**config.mk**
```make
export PLATFORM = sky130hd
export DESIGN_NAME = filter_stim_gen
export DESIGN_NICKNAME = d
export VERILOG_FILES = /design/src/rtl/filter_stim_gen_pkg.sv /design/src/rtl/filter_stim_gen.sv
export SDC_FILE = /design/constraint.sdc
export NUM_CORES = 1
export LEC_CHECK = 0
export BUFFER_PORTS_ARGS = -buffer_cell sky130_fd_sc_hd__buf_2
export CAP_MARGIN = 5
export CORE_UTILIZATION = 48
export CTS_CLUSTER_DIAMETER = 80
export DETAILED_ROUTE_END_ITERATION = 8
export GPL_TIMING_DRIVEN = 0
export PLACE_DENSITY = 0.7
export SLEW_MARGIN = 25
export SYNTH_ARGS = -nofsm -noshare
export SYNTH_HDL_FRONTEND = slang
export SYNTH_SLANG_ARGS = --single-unit
```
**constraint.sdc**
```tcl
create_clock -name clk -period 3.65 [get_ports clk]
set_input_delay 0.5475 -clock clk [delete_from_list [all_inputs] [get_ports clk]]
set_output_delay 0.5475 -clock clk [all_outputs]
set_load 0.02 [all_outputs]
```
**src/rtl/filter_stim_gen_pkg.sv**
```systemverilog
// rtl/filter_stim_gen_pkg.sv - shared encodings and defaults for the filter stimulus generator
package filter_stim_gen_pkg;

    localparam int REG_MAX_DEF = 32;
    localparam int CNT_W_DEF   = 16;

    typedef enum logic [1:0] {
        MODE_ZERO    = 2'd0,
        MODE_STEP    = 2'd1,
        MODE_RAMP    = 2'd2,
        MODE_IMPULSE = 2'd3
    } stim_mode_t;

    typedef enum logic [1:0] {
        ST_IDLE = 2'd0,
        ST_RUN  = 2'd1,
        ST_DONE = 2'd2
    } stim_state_t;

    // Level of the first sample of a sequence; the ramp always starts from zero.
    function automatic logic first_is_amplitude(input stim_mode_t m);
        return (m == MODE_STEP) || (m == MODE_IMPULSE);
    endfunction

endpackage

```
**src/rtl/filter_stim_gen.sv**
```systemverilog
// rtl/filter_stim_gen.sv - zero/step/ramp/impulse sample source feeding filter_basic
module filter_stim_gen
    import filter_stim_gen_pkg::*;
#(
    parameter int REG_MAX = REG_MAX_DEF,
    parameter int CNT_W   = CNT_W_DEF
) (
    input  logic               clk,
    input  logic               rst,
    input  logic               start,
    input  logic               abort,
    input  logic [1:0]         mode,
    input  logic [REG_MAX-1:0] amplitude,
    input  logic [REG_MAX-1:0] ramp_inc,
    input  logic [CNT_W-1:0]   num_samples,
    output logic [REG_MAX-1:0] stim_out,
    output logic               stim_valid,
    output logic [CNT_W-1:0]   sample_idx,
    output logic               busy,
    output logic               done
);

    stim_state_t        state;
    stim_mode_t         mode_q;
    logic [REG_MAX-1:0] amp_q;
    logic [REG_MAX-1:0] inc_q;
    logic [CNT_W-1:0]   n_q;
    logic [REG_MAX-1:0] acc;

    logic [REG_MAX-1:0] acc_next;
    logic               last_sample;
    stim_mode_t         mode_in;

    assign mode_in     = stim_mode_t'(mode);
    assign acc_next    = acc + inc_q;
    assign last_sample = (sample_idx == (n_q - CNT_W'(1)));

    always_ff @(posedge clk) begin
        if (rst) begin
            state      <= ST_IDLE;
            mode_q     <= MODE_ZERO;
            amp_q      <= '0;
            inc_q      <= '0;
            n_q        <= '0;
            acc        <= '0;
            stim_out   <= '0;
            stim_valid <= 1'b0;
            sample_idx <= '0;
            busy       <= 1'b0;
            done       <= 1'b0;
        end else begin
            case (state)
                ST_IDLE: begin
                    done <= 1'b0;
                    if (start && !abort) begin
                        mode_q     <= mode_in;
                        amp_q      <= amplitude;
                        inc_q      <= ramp_inc;
                        n_q        <= num_samples;
                        acc        <= '0;
                        sample_idx <= '0;
                        if (num_samples != '0) begin
                            state      <= ST_RUN;
                            stim_valid <= 1'b1;
                            busy       <= 1'b1;
                            stim_out   <= first_is_amplitude(mode_in) ? amplitude : '0;
                        end else begin
                            state <= ST_DONE;
                            done  <= 1'b1;
                        end
                    end
                end

                ST_RUN: begin
                    if (abort || last_sample) begin
                        // Abort takes priority over completion so an aborted run never pulses done.
                        state      <= abort ? ST_IDLE : ST_DONE;
                        done       <= !abort;
                        stim_out   <= '0;
                        stim_valid <= 1'b0;
                        busy       <= 1'b0;
                        sample_idx <= '0;
                    end else begin
                        sample_idx <= sample_idx + CNT_W'(1);
                        acc        <= acc_next;
                        case (mode_q)
                            MODE_STEP: stim_out <= amp_q;
                            MODE_RAMP: stim_out <= acc_next;
                            default:   stim_out <= '0;
                        endcase
                    end
                end

                ST_DONE: begin
                    state <= ST_IDLE;
                    done  <= 1'b0;
                end

                default: begin
                    state      <= ST_IDLE;
                    stim_out   <= '0;
                    stim_valid <= 1'b0;
                    busy       <= 1'b0;
                    done       <= 1'b0;
                end
            endcase
        end
    end

endmodule
```
==> results.md <==
- Largest net degree at the start of global routing: 17
- Gpl congestion: 0.940
- Worst vdd ir: 0.371 mV
- R2R Path Start: inc_q[0]$_SDFFE_PP0P_
- Cell area after placement: slightly below 10,000 sq um
- Max-capacitance violation count: 0
- WHS: around 350 ps
- WL met3: around 2100 microns
- GRT overflow: 0
- Tcrit/Tclk final: 0.936
- CTS Hold Bufs: 0
- Relative slew slack: 0.341
- Area leader, netlist: dfxtp_1
- TNS Setup: 0 ps
- RR Endpoint: stim_out[26]$_SDFFE_PP0P_
- Top post-synthesis cells by count: nand2_1, dfxtp_1, a21oi_1, clkbuf_1, nor2_1
- Main synth FF type: dfxtp_1
- Syn Nets: 1,224
- Seq cells post-synth: 166
- Post-synth EDFFs: 0
- Final antenna-violating net count: 0
- Slack of the critical path: 232 ps
- Worst min-delay path category: primary input to flop
- Die Height: between 100 and 150 microns
- CP startpoint kind: flop
- First DRT Iteration DRCs: 689
- Residual DRC: 0
- Most numerous cell in the Yosys netlist: nand2_1
- Synthesized instance count: roughly 1,100
- # diodes: 0
- WP data arrival: ~3700 ps
- Cts bufs inserted: 17
- Final design utilization: 0.590
- Top layer in use: met5
- Critical path peak fanout: 4
- Syn. warnings: 0
- FF-to-FF setup slack: 230 ps
- Worst Path Required: between 3000 and 4000 ps
- DR WL met2: 11,700 microns
- Mapped Area: 8660 sq um
- Post-CTS setup buffers: 0
- Detailed Place HPWL: 19,700 microns
- Final setup fails: 0
- Drt first pass iters: 5
- Design Area, Final: 10,300 sq um
- DR vias: 8,521
- Maximum clock insertion buffer count: 2
- # nets final: 1,379
- Register area share after synthesis: 0.384
- TritonCTS clock tree: yes
- First-pass GRT wire length: roughly 41,000 microns
- CTS root buf: clkbuf_16
- Crit path capture type: flop
- Post-Route WL: 26,300 microns
- Total Die Area: 18,600 sq um
- Final Hold Viols: 0
- Die Wd: 136 microns
- Fmax: 293 MHz
- Core ar.: 17,500 sq um
- I/O Pins: 137
- Core Rows: 48
- Critical path class: flop to flop
- Vias per cell: 5.70
- Resized Gates After CTS: 0
- Area Overhead vs Synth: 19.1%
- Post-synth top area share: 0.384
- Fraction of layout cells with a size suffix above 1: 0.151
- Number of global-route vias before repair: a little under 8,000
- Clock Skew: 7.50 ps
- R2r worst-path depth: 11
- Routed wire per std cell: approximately 18 microns
- Aggregate global-route resource usage: 0.290
- Port bufs: 136
- Power Dens Cells: 459 nW/um^2
- Clock latency on the worst-skew pair: 440 ps
- Status: finished clean
- Initial Util: 0.495
- Initial antenna violation count: 0
- Met1 wire length: approximately 12,000 microns
- Crit path from: inc_q[0]$_SDFFE_PP0P_
- Fraction of registers with async set/reset: 0
- Setup WS pre-CTS: roughly 320 ps
- Worst slew pin tran: 984 ps
- Final Slew Violations: 0
- CTS H-tree depth: 4
- CTS Sinks: 166
- Crit path to: stim_out[26]$_SDFFE_PP0P_
- Post-Syn Area per Cell: 7.86 sq um
- Clock transition at path regs: 70 ps
- RSZ-0062 raised after global routing: no
- Yosys cell types: 66
- Top cells by area, synth: dfxtp_1, nand2_1, a21oi_1
- Fin crit period: 3420 ps
- P_leak: 4.28 nW
==> state kept, by name (all words and copies together), names as in the netlist <==
name	cells
acc	32
busy	1
n_q	16
amp_q	32
inc_q	32
stim_out	32
sample_idx	16
mode_q	2
state	2
done	1
==> final cells by class <==
type | count | area (sq um)
plain buffers | 73 | 305
clock buffers | 22 | 474
clock inverters | 9 | 220
fillers | 1664 | 7160
inverters | 15 | 56.3
multi-input cells | 848 | 4970
flip-flops and latches | 166 | 3320
well taps | 225 | 282
repair buffers | 136 | 681
==> how the worst min path moves through the flow <==
stage	startpoint	slack (ps)	endpoint	cells after the start
floorplan	acc[0]$_SDFFE_PP0P_	440	acc[0]$_SDFFE_PP0P_	2
global placement	stim_out[1]$_SDFFE_PP0P_	430	stim_out[1]$_SDFFE_PP0P_	2
detailed placement	stim_out[1]$_SDFFE_PP0P_	440	stim_out[1]$_SDFFE_PP0P_	2
CTS	ramp_inc[19]	340	inc_q[19]$_SDFFE_PP0P_	3
global route	ramp_inc[25]	340	inc_q[25]$_SDFFE_PP0P_	3
finish	ramp_inc[29]	350	inc_q[29]$_SDFFE_PP0P_	3
==> per-stage QoR <==
step                      cells  total power, mW
final                      1494             4.73
after detailed placement   1463             2.61
after floorplan            1102             2.38
after global placement     1463             2.60
after global routing       1494             4.88
after CTS                  1494             4.73
==> critical path: stages (launching register included) <==
cell	delay (ps)
dfxtp_1	320
ha_1	240
fa_1	410
a21o_1	210
a221oi_1	520
nand2b_1	210
nand2_1	120
a21oi_1	460
xnor2_1	180
a22o_1	220
a222oi_1	280
a211oi_1	80
==> layout by cell type (no fill, tap or decap), types with 28 or more instances in the layout <==
master / instances
a21oi_1: 144
dfxtp_1: 166
xor2_1: 28
a22oi_1: 33
ha_1: 35
nor2_1: 49
a22o_1: 31
nand3_1: 45
nand2_1: 241
clkbuf_1: 61
xnor2_1: 32
buf_2: 143
o21ai_0: 44
==> metal layers <==
layer  up-vias  global-route usage
li1       4224                   -
met1      3899               0.392
met2       343               0.441
met3        53              0.0608
met4         2               0.124
met5         -              0.0139
==> power breakdown <==
group	total (mW)	internal [mW]	switching, mW
Combinational	0.641	0.219	0.422
Sequential	1.94	1.88	0.0541
Clock	2.15	1.40	0.750
Total	4.73	3.50	1.23
==> cells by family after synthesis <==
kind of cell    Yosys count  share of synthesized area
simple gates            419                      0.216
buf+inv                  88                     0.0418
compound gates          331                      0.243
flops                   166                      0.384
xor+xnor                 60                     0.0607
mux                       2                    0.00246
fa+ha+maj                36                     0.0529
Power figures use the tool's default switching activity.
